$ cat src/rtl/slot_allocator_8.sv
// slot_allocator_8: eight-slot allocator. It grants the lowest free slot on
// request and releases slots individually or all at once (flush). Slots
// listed in RESERVED_MASK always read as busy and are never granted.
module slot_allocator_8 #(
    parameter logic [7:0] RESERVED_MASK = 8'h00
) (
    input  logic       clk,
    input  logic       rst,
    input  logic       alloc_req,
    input  logic       free_valid,
    input  logic [2:0] free_idx,
    input  logic       flush,
    output logic       alloc_gnt,
    output logic [2:0] alloc_idx,
    output logic [7:0] busy_map,
    output logic [3:0] used_cnt,
    output logic       full,
    output logic       empty,
    output logic       free_err
);

    // Allocation register. It only ever holds non-reserved slots, because a
    // reserved slot is never selected for a grant.
    logic [7:0] alloc_q, alloc_d;
    logic       gnt_q, gnt_d;
    logic [2:0] idx_q, idx_d;
    logic       err_q, err_d;

    // Priority-encoder result, taken from the busy map before the edge
    logic [2:0] sel_idx;
    logic [3:0] pop_cnt;

    assign busy_map  = alloc_q | RESERVED_MASK;
    assign full      = &busy_map;
    assign used_cnt  = pop_cnt;
    assign empty     = (pop_cnt == 4'd0);
    assign alloc_gnt = gnt_q;
    assign alloc_idx = idx_q;
    assign free_err  = err_q;

    // Lowest-index free slot. The loop runs downward so slot 0 wins.
    always_comb begin
        sel_idx = 3'd0;
        for (int i = 7; i >= 0; i--) begin
            if (!busy_map[i]) begin
                sel_idx = 3'(i);
            end
        end
    end

    // Occupancy count is the popcount of the allocation register.
    always_comb begin
        pop_cnt = 4'd0;
        for (int i = 0; i < 8; i++) begin
            pop_cnt = pop_cnt + {3'd0, alloc_q[i]};
        end
    end

    // Next state. Flush overrides everything. Otherwise the free and the
    // grant both apply. The grant target was free before the edge, so a
    // legal release can never touch the same bit.
    always_comb begin
        alloc_d = alloc_q;
        gnt_d   = 1'b0;
        idx_d   = idx_q;
        err_d   = 1'b0;
        if (flush) begin
            alloc_d = 8'h00;
        end else begin
            if (free_valid) begin
                if (alloc_q[free_idx]) begin
                    alloc_d[free_idx] = 1'b0;
                end else begin
                    err_d = 1'b1;
                end
            end
            if (alloc_req && !full) begin
                alloc_d[sel_idx] = 1'b1;
                gnt_d            = 1'b1;
                idx_d            = sel_idx;
            end
        end
    end

    // State and registered pulse outputs, with asynchronous reset
    always_ff @(posedge clk or posedge rst) begin
        if (rst) begin
            alloc_q <= 8'h00;
            gnt_q   <= 1'b0;
            idx_q   <= 3'd0;
            err_q   <= 1'b0;
        end else begin
            alloc_q <= alloc_d;
            gnt_q   <= gnt_d;
            idx_q   <= idx_d;
            err_q   <= err_d;
        end
    end

endmodule

$ cat config.mk
export PLATFORM = sky130hd
export DESIGN_NAME = slot_allocator_8
export DESIGN_NICKNAME = d
export VERILOG_FILES = /design/src/rtl/slot_allocator_8.sv
export SDC_FILE = /design/constraint.sdc
export NUM_CORES = 1
export LEC_CHECK = 0
export ABC_AREA = 1
export BUFFER_PORTS_ARGS = -buffer_cell sky130_fd_sc_hd__buf_2
export CAP_MARGIN = 20
export CORE_AREA = 5 5 60 62
export CTS_BUF_LIST = sky130_fd_sc_hd__clkbuf_4
export CTS_CLUSTER_DIAMETER = 30
export DETAILED_ROUTE_END_ITERATION = 16
export DIE_AREA = 0 0 65 67
export PLACE_DENSITY_LB_ADDON = 0.12
export SLEW_MARGIN = 5
export SYNTH_ARGS = -nofsm -noshare
export SYNTH_HDL_FRONTEND = slang
export SYNTH_SLANG_ARGS = --single-unit
$ cat constraint.sdc
create_clock -name clk -period 6.85 [get_ports clk]
set_input_delay 0.685 -clock clk [delete_from_list [all_inputs] [get_ports clk]]
set_output_delay 0.685 -clock clk [all_outputs]
set_load 0.01 [all_outputs]
Yosys cells after proc, flatten, opt, wreduce, memory -nomap -nowiden:

Index checks and enable logic that the tools add are counted.

* flip-flop bits (word level): 13
* input port bits: 8

* add/sub/neg operators: 7
* order comparisons: 4
* mux-type cells: 24
* bitwise logic cells: 4
* reductions and logical operators: 7

Operators by type and width (number)
* 8-bit 2-to-1 mux: 5
* 3-bit 2-to-1 mux: 8
* 4-bit by 1-bit adder with 4-bit output: 4
* 8-bit bitwise AND: 1
* 3-bit by 4-bit < comparator with 1-bit output (second input constant): 2
* 1-bit 2-to-1 mux: 8
* 8-bit NOT: 1
* 8-bit OR: 1
* 8-bit AND reduction: 1
* 1-bit demux with 3-bit select: 2
* 3-bit by 1-bit >= comparator with 1-bit output (second input constant): 2
* 3-bit by 1-bit adder with 4-bit output: 1
* 4-bit logical NOT: 1
* 2-bit by 1-bit adder with 3-bit output: 1
* 1-bit binary-select mux with 3-bit select: 1
* 1-bit logical AND: 3
* 1-bit by 1-bit adder with 2-bit output: 1
* 2-bit AND reduction: 1
* 1-bit logical NOT: 1
* 1-bit NOT: 1

Logic depth before layout (Yosys ltp):

Gate-level depths: netlist of the first run.

* word-level depth: 15
* gate-level depth with buffers: 11

Worst setup path before layout of the first run:

OpenSTA, ideal clock, no wires.

* path kind: reg2out
* from: register alloc_q[0] (netlist: busy_map[0])
* to: output port empty
* arrival time: 3237 ps
* required time: 6165 ps
* path slack: 2928 ps
* stages on the path, launching flop included: 12
* buffers on the path: 1
* path through: dfrtp_1 -> buf_6 -> inv_1 -> fa_1 -> fa_1 -> fa_1 -> inv_1 -> ha_1 -> inv_1 -> fa_1 -> inv_1 -> nor4_1

* word-level cells in the longest chain between the ends: 8

Ends and longest elaborated chain
* from (decl): RTL line 24 `logic [7:0] alloc_q, alloc_d;`
* from (signal assigned): RTL line 93 `alloc_q <= alloc_d;`
* 1-bit by 1-bit adder with 2-bit output: RTL line 55 `pop_cnt = pop_cnt + {3'd0, alloc_q[i]};`
* 2-bit by 1-bit adder with 3-bit output: RTL line 55
* 3-bit by 1-bit adder with 4-bit output: RTL line 55
* 4-bit by 1-bit adder with 4-bit output (4 in series): RTL line 55
* via used_cnt[1]: RTL line 16 `output logic [3:0] used_cnt,`
* 4-bit logical NOT: RTL line 36 `assign empty = (pop_cnt == 4'd0);`
* to (decl): RTL line 18 `output logic empty,`

The timed path passes the listed nets, and every way through them passes these cells.

Worst setup path after layout of the first run:

* from: register alloc_q[0] (netlist: busy_map[0])
* to: output port empty

* word-level cells in the longest chain between the ends: 8

Ends and longest elaborated chain (RTL line)
* 1-bit by 1-bit adder with 2-bit output: 55
* 2-bit by 1-bit adder with 3-bit output: 55
* 3-bit by 1-bit adder with 4-bit output: 55
* 4-bit by 1-bit adder with 4-bit output (4 in series): 55
* 4-bit logical NOT: 36

Every way passes these cells.

==> report_table.html, run 1 <==
<table>
<tr><th>Metric</th><th>Value</th></tr>
<tr><th colspan="2">Timing</th></tr>
<tr><td>Upper clock frequency limit</td><td>231 MHz</td></tr>
<tr><td>Endpoints failing setup</td><td>0</td></tr>
<tr><td>Setup TNS after final layout</td><td>0 ps</td></tr>
<tr><td>Fin worst setup slack</td><td>between 2000 and 3000 ps</td></tr>
<tr><td>Final-report hold violation count</td><td>0</td></tr>
<tr><td>Fin crit period</td><td>4330 ps</td></tr>
<tr><td>Skew final</td><td>around 2.7 ps</td></tr>
<tr><td>Final count of pins violating max slew</td><td>0</td></tr>
<tr><td>Transition time at the pin with the least slew margin</td><td>between 400 and 500 ps</td></tr>
<tr><td>Tcrit/Tclk final</td><td>63.2%</td></tr>
<tr><td>Worst slew slack as a fraction of its limit</td><td>roughly 68%</td></tr>
<tr><td>Unrepaired setup endpoints after global routing</td><td>no</td></tr>
<tr><th colspan="2">Outcome</th></tr>
<tr><td>Run status</td><td>completed</td></tr>
<tr><th colspan="2">Global route</th></tr>
<tr><td>Largest net degree at the start of global routing</td><td>14</td></tr>
<tr><td>Number of antenna violations at the first check in global routing</td><td>0</td></tr>
<tr><td>Wire length of the first global-routing pass</td><td>4.19 mm</td></tr>
<tr><td>GRT overflow</td><td>0</td></tr>
<tr><td>Via count of the first global-routing pass</td><td>940</td></tr>
<tr><td>Combined global-route utilization of all metal layers</td><td>12.4%</td></tr>
<tr><th colspan="2">Worst setup path</th></tr>
<tr><td>Kind of critical path</td><td>flip-flop to primary output</td></tr>
<tr><td>Slack of the worst reg-to-reg path</td><td>between 5000 and 6000 ps</td></tr>
<tr><td>Data arrival, critical path</td><td>3640 ps</td></tr>
<tr><td>Peak per-stage delay on the critical path</td><td>approximately 560 ps</td></tr>
<tr><td>Kind of end point of the critical path</td><td>primary output</td></tr>
<tr><td>Cell family with the largest share of critical-path delay</td><td>adder cells</td></tr>
<tr><td>Launch instance of the worst register-to-register path</td><td>busy_map[0]</td></tr>
<tr><td>Buf/Inv on CP</td><td>5</td></tr>
<tr><td>Data required time at the worst endpoint</td><td>between 6000 and 7000 ps</td></tr>
<tr><td>Type of origin of the critical path</td><td>flip-flop</td></tr>
<tr><td>Number of cells traversed by the worst register-to-register path</td><td>8</td></tr>
<tr><td>Ordered list of cells on the worst path</td><td>inv_1 -&gt; fa_1 -&gt; fa_1 -&gt; fa_1 -&gt; inv_1 -&gt; ha_1 -&gt; inv_1 -&gt; fa_1 -&gt; inv_1 -&gt; nor4_1 -&gt; buf_2</td></tr>
<tr><td>Slowest-stage cell, CP</td><td>sky130_fd_sc_hd__dfrtp_1</td></tr>
<tr><td>Worst-path fanout max</td><td>11</td></tr>
<tr><td>Terminus of the critical flop-to-flop path</td><td>busy_map[1]</td></tr>
<tr><th colspan="2">Route</th></tr>
<tr><td>DRT iter0 DRCs</td><td>22</td></tr>
<tr><td>Vias per std cell</td><td>4.85</td></tr>
<tr><td>Total wire length</td><td>2.28 mm</td></tr>
<tr><td># DRC</td><td>0</td></tr>
<tr><td>Vias after detailed routing</td><td>911</td></tr>
<tr><td>Initial DRT Pass Iterations</td><td>5</td></tr>
<tr><td>Detail Route Antenna Nets</td><td>0</td></tr>
<tr><td>Routed wire per std cell</td><td>12.1 um</td></tr>
<tr><th colspan="2">Clock network</th></tr>
<tr><td>Clock Root Buffer</td><td>sky130_fd_sc_hd__clkbuf_4</td></tr>
<tr><td>Worst-Skew Late Latency</td><td>around 270 ps</td></tr>
<tr><td>TritonCTS Buffers</td><td>3</td></tr>
<tr><td>Level count of the clock H-tree</td><td>1</td></tr>
<tr><td>CTS tree</td><td>yes</td></tr>
<tr><td>Clk buf depth</td><td>2</td></tr>
<tr><td>Clock transition time at the flip-flop clock pins of the worst setup and hold paths</td><td>around 80 ps</td></tr>
<tr><td>Count of hold buffers inserted by post-cts repair</td><td>0</td></tr>
<tr><td>Number of clock sinks</td><td>13</td></tr>
<tr><td>Buffer count from post-CTS setup fixing</td><td>0</td></tr>
<tr><td>Number of gates resized after cts</td><td>0</td></tr>
<tr><th colspan="2">Worst hold path</th></tr>
<tr><td>Class of the worst hold path</td><td>input pin to asynchronous set/reset pin</td></tr>
<tr><th colspan="2">Cells and area</th></tr>
<tr><td>Commonest cells after routing, fill and taps aside</td><td>sky130_fd_sc_hd__nand2_1 (28), sky130_fd_sc_hd__buf_2 (26), sky130_fd_sc_hd__inv_1 (21), sky130_fd_sc_hd__dfrtp_1 (13), sky130_fd_sc_hd__a21oi_1 (9)</td></tr>
<tr><td>Non-filler cells in the finished layout</td><td>188</td></tr>
<tr><td>Number of nets at the end of the flow</td><td>172</td></tr>
<tr><td>Most common library cell in the layout ignoring fill and taps</td><td>sky130_fd_sc_hd__nand2_1</td></tr>
<tr><td># diodes</td><td>0</td></tr>
<tr><td>Layout-stage area growth over the synthesis result</td><td>18.2%</td></tr>
<tr><td>Layout cells sized above 1</td><td>28.4%</td></tr>
<tr><th colspan="2">Pwr</th></tr>
<tr><td>Leakage power</td><td>a little under 0.6 nW</td></tr>
<tr><td>PD cells</td><td>143 nW/um^2</td></tr>
<tr><td>Worst-case vdd ir drop</td><td>57.0 uV</td></tr>
<tr><td>Total Power</td><td>0.168 mW</td></tr>
<tr><th colspan="2">Synthesis</th></tr>
<tr><td>Cell type contributing the most total cell area after synthesis</td><td>sky130_fd_sc_hd__dfrtp_1</td></tr>
<tr><td>Post-synthesis sequential element count</td><td>13</td></tr>
<tr><td>Ys Warns</td><td>0</td></tr>
<tr><td>Distinct cell type count of the synthesized netlist</td><td>25</td></tr>
<tr><td>Synthesized instance count</td><td>128</td></tr>
<tr><td>Area share of the largest cell type after synthesis</td><td>32.8%</td></tr>
<tr><td>Fraction of the yosys area taken by sequential cells</td><td>32.8%</td></tr>
<tr><td>Top cells by area in the synthesized netlist</td><td>sky130_fd_sc_hd__dfrtp_1 (33%), sky130_fd_sc_hd__nand2_1 (11%), sky130_fd_sc_hd__fa_1 (8.1%)</td></tr>
<tr><td>Mean instance size in the synthesized netlist</td><td>just under 8 sq um</td></tr>
<tr><td>Syn Std Cell Area</td><td>991 sq um</td></tr>
<tr><td>Mapped Nets</td><td>144</td></tr>
<tr><th colspan="2">Die</th></tr>
<tr><td>Number of placed I/O pins</td><td>27</td></tr>
<tr><td>Y dimension of the die</td><td>67 um</td></tr>
<tr><td>Effective utilization at floorplan</td><td>33.3%</td></tr>
<tr><td>Number of cell rows</td><td>20</td></tr>
<tr><td>Area of the die</td><td>4360 sq um</td></tr>
<tr><td>Core Area</td><td>2980 sq um</td></tr>
<tr><td>Chip width</td><td>65 um</td></tr>
<tr><th colspan="2">Placement</th></tr>
<tr><td>RePlAce Congestion</td><td>0.828</td></tr>
<tr><td>Port Buf Inserts</td><td>26</td></tr>
<tr><td>Total placed cells including tap cells</td><td>184</td></tr>
<tr><td>Pre-CTS setup slack</td><td>2800 ps</td></tr>
<tr><td>DP HPWL</td><td>1.92 mm</td></tr>
<tr><th colspan="2">Run</th></tr>
<tr><td>Max Cap Violations</td><td>0</td></tr>
</table>
## how the worst max path moves through the flow
| stage | to | from | cells after the start |
|---|---|---|---|
| final | empty | busy_map[0] | 11 |
| after global routing | empty | busy_map[0] | 11 |
| after CTS | empty | busy_map[0] | 11 |
| after detailed placement | empty | busy_map[0] | 11 |
| after global placement | empty | busy_map[0] | 11 |
| after floorplan | empty | busy_map[0] | 11 |
## power by group
| group | switching [mW] | internal (mW) | total (mW) |
|---|---|---|---|
| clock network | 0.0258 | 0.0265 | 0.0523 |
| logic | 0.0205 | 0.0121 | 0.0325 |
| registers | 0.00342 | 0.0794 | 0.0828 |
## area by class of cell
| cell class | count | area [sq um] |
|---|---|---|
| Clock buffer | 4 | 30.0 |
| Fill cell | 342 | 1810 |
| Inverter | 26 | 97.6 |
| Multi-Input combinational cell | 86 | 547 |
| Sequential cell | 13 | 325 |
| Tap cell | 33 | 41.3 |
| Timing Repair Buffer | 26 | 130 |
## registers in the layout, summed over array words and instances (netlist names)
signal and count:
alloc_gnt 1, alloc_idx 3, busy_map 8, free_err 1
## synthesized netlist by cell type
cell type	n
sky130_fd_sc_hd__dfrtp_1	13
sky130_fd_sc_hd__fa_1	4
sky130_fd_sc_hd__nor4_1	2
sky130_fd_sc_hd__nor2_4	2
sky130_fd_sc_hd__clkinv_1	3
sky130_fd_sc_hd__nand3_1	6
sky130_fd_sc_hd__o21ai_0	4
sky130_fd_sc_hd__buf_6	1
sky130_fd_sc_hd__buf_2	2
sky130_fd_sc_hd__xnor2_1	1
sky130_fd_sc_hd__inv_1	21
sky130_fd_sc_hd__nand2_1	28
sky130_fd_sc_hd__a21oi_1	9
sky130_fd_sc_hd__a21oi_2	4
sky130_fd_sc_hd__inv_2	2
sky130_fd_sc_hd__a211oi_1	1
sky130_fd_sc_hd__nand2_2	4
sky130_fd_sc_hd__nand4_1	1
sky130_fd_sc_hd__o21ai_1	2
sky130_fd_sc_hd__nor3_1	1
sky130_fd_sc_hd__nor2_2	1
sky130_fd_sc_hd__o31ai_1	7
sky130_fd_sc_hd__nor2_1	4
sky130_fd_sc_hd__ha_1	4
sky130_fd_sc_hd__nand3_2	1
## layer usage
metal | share of wire (%) | vias up | track usage [%]
met4 | 0.66 | 0 | 3.17
met3 | 4.8 | 2 | 3.37
met2 | 46 | 19 | 20.1
li1 | - | 469 | -
met5 | 0 | - | 0
met1 | 48 | 421 | 16.2
## per-stage QoR
step | instance area [sq um] | utilization (%) | hold WS (ps)
3_3_place_gp | 1140 | 38.3 | 454
6_report | 1170 | 39.3 | 411
2_1_floorplan | 991 | - | 506
3_5_place_dp | 1140 | 38.3 | 464
4_1_cts | 1170 | 39.3 | 428
5_1_grt | 1170 | 39.3 | 475
## logic make-up (layout without fill, tap and decap cells)
group / count (synthesis) / after routing / share of synthesized area (%)
compound gates: 27 / 27 / 17.2
flops: 13 / 13 / 32.8
buf+inv: 29 / 56 / 12.0
fa+ha+maj: 8 / 8 / 13.1
simple gates: 50 / 50 / 24.0
xor+xnor: 1 / 1 / 0.884
No activity file was read; power rests on OpenSTA's default activity.
==> run 2, diff against run 1 <==
==> constraint.sdc (replaced) <==
create_clock -name clk -period 4.01 [get_ports clk]
set_input_delay 0.401 -clock clk [delete_from_list [all_inputs] [get_ports clk]]
set_output_delay 0.401 -clock clk [all_outputs]
set_load 0.01 [all_outputs]
==> report_table.html, run 2 (synthesized netlist as in run 1, its figures left out) <==
<table>
<tr><th>Metric</th><th>Value</th></tr>
<tr><th colspan="2">Placement</th></tr>
<tr><td>DP HPWL</td><td>1.92 mm (about the same)</td></tr>
<tr><td>Placed Area</td><td>1150 sq um (+0.66%)</td></tr>
<tr><td>RePlAce Congestion</td><td>0.807 (-2.6%)</td></tr>
<tr><td>Port Buf Inserts</td><td>26 (unchanged)</td></tr>
<tr><th colspan="2">Worst setup path</th></tr>
<tr><td>Terminus of the critical flop-to-flop path</td><td>alloc_idx[0]</td></tr>
<tr><td>Kind of end point of the critical path</td><td>primary output</td></tr>
<tr><td>Type of origin of the critical path</td><td>flip-flop</td></tr>
<tr><td>Slack of the worst reg-to-reg path</td><td>2580 ps (-2850 ps)</td></tr>
<tr><td>Buf/Inv on CP</td><td>5 (unchanged)</td></tr>
<tr><td>Launch instance of the worst register-to-register path</td><td>busy_map[0]</td></tr>
<tr><td>Peak per-stage delay on the critical path</td><td>510 ps (-50 ps)</td></tr>
<tr><td>Slowest-stage cell, CP</td><td>sky130_fd_sc_hd__fa_1</td></tr>
<tr><td>Cell family with the largest share of critical-path delay</td><td>adder cells</td></tr>
<tr><td>Data arrival, critical path</td><td>3450 ps (-190 ps)</td></tr>
<tr><td>Number of cells traversed by the worst register-to-register path</td><td>10 (+2)</td></tr>
<tr><td>Worst-path fanout max</td><td>6 (-5)</td></tr>
<tr><td>Kind of critical path</td><td>flip-flop to primary output</td></tr>
<tr><td>Data required time at the worst endpoint</td><td>3610 ps (-2550 ps)</td></tr>
<tr><td>Ordered list of cells on the worst path</td><td>inv_1 -&gt; fa_1 -&gt; fa_1 -&gt; fa_1 -&gt; inv_1 -&gt; ha_1 -&gt; inv_1 -&gt; fa_1 -&gt; inv_1 -&gt; nor4_2 -&gt; buf_2</td></tr>
<tr><th colspan="2">Cells and area</th></tr>
<tr><td>Number of nets at the end of the flow</td><td>174 (+1.2%)</td></tr>
<tr><td>Layout-stage area growth over the synthesis result</td><td>20.5%</td></tr>
<tr><td>Final-layout fill cell count</td><td>314 (-8.2%)</td></tr>
<tr><td># diodes</td><td>0 (unchanged)</td></tr>
<tr><td>Multi-input combinational cell area</td><td>553 sq um (+1.1%)</td></tr>
<tr><td>Layout cells sized above 1</td><td>30.6% (+2.2 points)</td></tr>
<tr><td>Area occupied by registers</td><td>327 sq um (+0.38%)</td></tr>
<tr><td>Most common library cell in the layout ignoring fill and taps</td><td>sky130_fd_sc_hd__nand2_1</td></tr>
<tr><td>Flip-flop count of the largest register after layout</td><td>8 (unchanged)</td></tr>
<tr><td>Commonest cells after routing, fill and taps aside</td><td>sky130_fd_sc_hd__nand2_1 (28), sky130_fd_sc_hd__buf_2 (26), sky130_fd_sc_hd__inv_1 (21), sky130_fd_sc_hd__dfrtp_1 (12), sky130_fd_sc_hd__a21oi_1 (9)</td></tr>
<tr><td>Cell area after layout</td><td>1190 sq um (+1.9%)</td></tr>
<tr><th colspan="2">Pwr</th></tr>
<tr><td>Worst-case vdd ir drop</td><td>165 uV (+190%)</td></tr>
<tr><td>Leakage power</td><td>0.597 nW (+1.8%)</td></tr>
<tr><td>PD cells</td><td>246 nW/um^2 (+72%)</td></tr>
<tr><th colspan="2">Die</th></tr>
<tr><td>Y dimension of the die</td><td>67 um (unchanged)</td></tr>
<tr><td>Chip width</td><td>65 um (unchanged)</td></tr>
<tr><td>Number of placed I/O pins</td><td>27 (unchanged)</td></tr>
<tr><td>Core Area</td><td>2980 sq um (unchanged)</td></tr>
<tr><td>Area of the die</td><td>4360 sq um (unchanged)</td></tr>
<tr><td>Number of cell rows</td><td>20 (unchanged)</td></tr>
<tr><td>Effective utilization at floorplan</td><td>33.3% (unchanged)</td></tr>
<tr><th colspan="2">Timing</th></tr>
<tr><td>Transition time at the pin with the least slew margin</td><td>544 ps (+65.1 ps)</td></tr>
<tr><td>Final count of pins violating max slew</td><td>0 (unchanged)</td></tr>
<tr><td>Skew final</td><td>7.37 ps (+4.66 ps)</td></tr>
<tr><td>Setup TNS after final layout</td><td>0 ps (unchanged)</td></tr>
<tr><td>Tcrit/Tclk final</td><td>95.9%</td></tr>
<tr><td>Upper clock frequency limit</td><td>260 MHz</td></tr>
<tr><td>Fin crit period</td><td>about 3800 ps</td></tr>
<tr><td>Worst slew slack as a fraction of its limit</td><td>63.7% (-4.3 points)</td></tr>
<tr><td>Final-report hold violation count</td><td>0 (unchanged)</td></tr>
<tr><td>Endpoints failing setup</td><td>0 (unchanged)</td></tr>
<tr><th colspan="2">Route</th></tr>
<tr><td>Total wire length</td><td>2.42 mm (+6.3%)</td></tr>
<tr><td>Routed wire per std cell</td><td>12.7 um (+5.2%)</td></tr>
<tr><td>Initial DRT Pass Iterations</td><td>4 (-1)</td></tr>
<tr><td># DRC</td><td>0 (unchanged)</td></tr>
<tr><td>Vias per std cell</td><td>4.87 (+0.58%)</td></tr>
<tr><td>Detail Route Antenna Nets</td><td>0 (unchanged)</td></tr>
<tr><td>DRT iter0 DRCs</td><td>21 (-4.5%)</td></tr>
<tr><td>Vias after detailed routing</td><td>926 (+1.6%)</td></tr>
<tr><th colspan="2">Clock network</th></tr>
<tr><td>CTS tree</td><td>yes</td></tr>
<tr><td>Count of hold buffers inserted by post-cts repair</td><td>0 (unchanged)</td></tr>
<tr><td>Number of clock sinks</td><td>13 (unchanged)</td></tr>
<tr><td>Clock transition time at the flip-flop clock pins of the worst setup and hold paths</td><td>90 ps (about the same)</td></tr>
<tr><td>TritonCTS Buffers</td><td>3 (unchanged)</td></tr>
<tr><td>Level count of the clock H-tree</td><td>1 (unchanged)</td></tr>
<tr><td>Clock Root Buffer</td><td>sky130_fd_sc_hd__clkbuf_4</td></tr>
<tr><td>Worst-Skew Late Latency</td><td>280 ps (about the same)</td></tr>
<tr><td>Clk buf depth</td><td>2 (unchanged)</td></tr>
<tr><th colspan="2">Worst hold path</th></tr>
<tr><td>Class of the worst hold path</td><td>input pin to asynchronous set/reset pin</td></tr>
<tr><th colspan="2">Global route</th></tr>
<tr><td>Largest net degree at the start of global routing</td><td>14 (unchanged)</td></tr>
<tr><td>Via count of the first global-routing pass</td><td>939 (-0.11%)</td></tr>
<tr><td>Number of antenna violations at the first check in global routing</td><td>0 (unchanged)</td></tr>
<tr><td>Combined global-route utilization of all metal layers</td><td>12.5% (+0.13 points)</td></tr>
<tr><td>GRT overflow</td><td>0 (unchanged)</td></tr>
<tr><td>Wire length of the first global-routing pass</td><td>4.16 mm (-0.67%)</td></tr>
<tr><th colspan="2">Outcome</th></tr>
<tr><td>Run status</td><td>completed</td></tr>
<tr><th colspan="2">Run</th></tr>
<tr><td>Max Cap Violations</td><td>0 (unchanged)</td></tr>
</table>
==> run 2: final cells by class <==
class / count / share of cell area [%]
Tap cell: 33 / 3.46
Clock buffer: 4 / 2.52
Timing Repair Buffer: 28 / 12.2
Multi-Input combinational cell: 86 / 46.3
Inverter: 26 / 8.18
Sequential cell: 13 / 27.4
==> run 2: how the worst max path moves through the flow <==
stage	startpoint	end	depth (start not counted)
floorplan	busy_map[0]	empty	11
global placement	busy_map[1]	empty	11
detailed placement	busy_map[1]	empty	11
CTS	busy_map[1]	empty	11
global route	busy_map[1]	empty	11
finish	busy_map[1]	empty	11
==> run 2: through the flow <==
| step | util [%] | instances | hold WS (ps) | setup slack [ps] | power [mW] |
|---|---|---|---|---|---|
| after global placement | 38.6 | 185 | 447 | 459 | 0.202 |
| final | 40.1 | 190 | 143 | 164 | 0.294 |
| after floorplan | - | 128 | 278 | 372 | 0.182 |
| after CTS | 39.6 | 189 | 161 | 46.2 | 0.296 |
| after detailed placement | 38.6 | 185 | 456 | 399 | 0.202 |
| after global routing | 40.1 | 190 | 205 | -19.2 | 0.315 |
==> run 2: what timing repair did <==
action	4_1_cts	5_1_grt
buffers inserted	0	1
resized for setup	0	2
setup endpoints to repair	0	1
==> run 2: worst register-to-register path: stages, from the launching register on <==
cell,delay [ps]
sky130_fd_sc_hd__dfrtp_1,380
sky130_fd_sc_hd__buf_4,170
sky130_fd_sc_hd__ha_1,200
sky130_fd_sc_hd__inv_1,50
sky130_fd_sc_hd__nor2_1,40
sky130_fd_sc_hd__nand2_1,100
sky130_fd_sc_hd__nand2_1,90
sky130_fd_sc_hd__nor2_4,110
sky130_fd_sc_hd__inv_2,70
sky130_fd_sc_hd__nand2_1,50
sky130_fd_sc_hd__o21ai_1,50
==> run 2: power breakdown <==
part           switching [mW]  total (mW)  internal (mW)
Clock                  0.0471      0.0925         0.0454
Sequential            0.00299       0.139          0.136
Combinational          0.0391      0.0628         0.0237
==> run 2: per-layer routing <==
metal	GRT usage [%]	share of wire (%)	up-vias
met3	4.55	5.9	6
met2	20.1	47	27
met1	15.7	46	419
li1	-	-	474
met4	3.43	1.3	0
met5	0	0	-
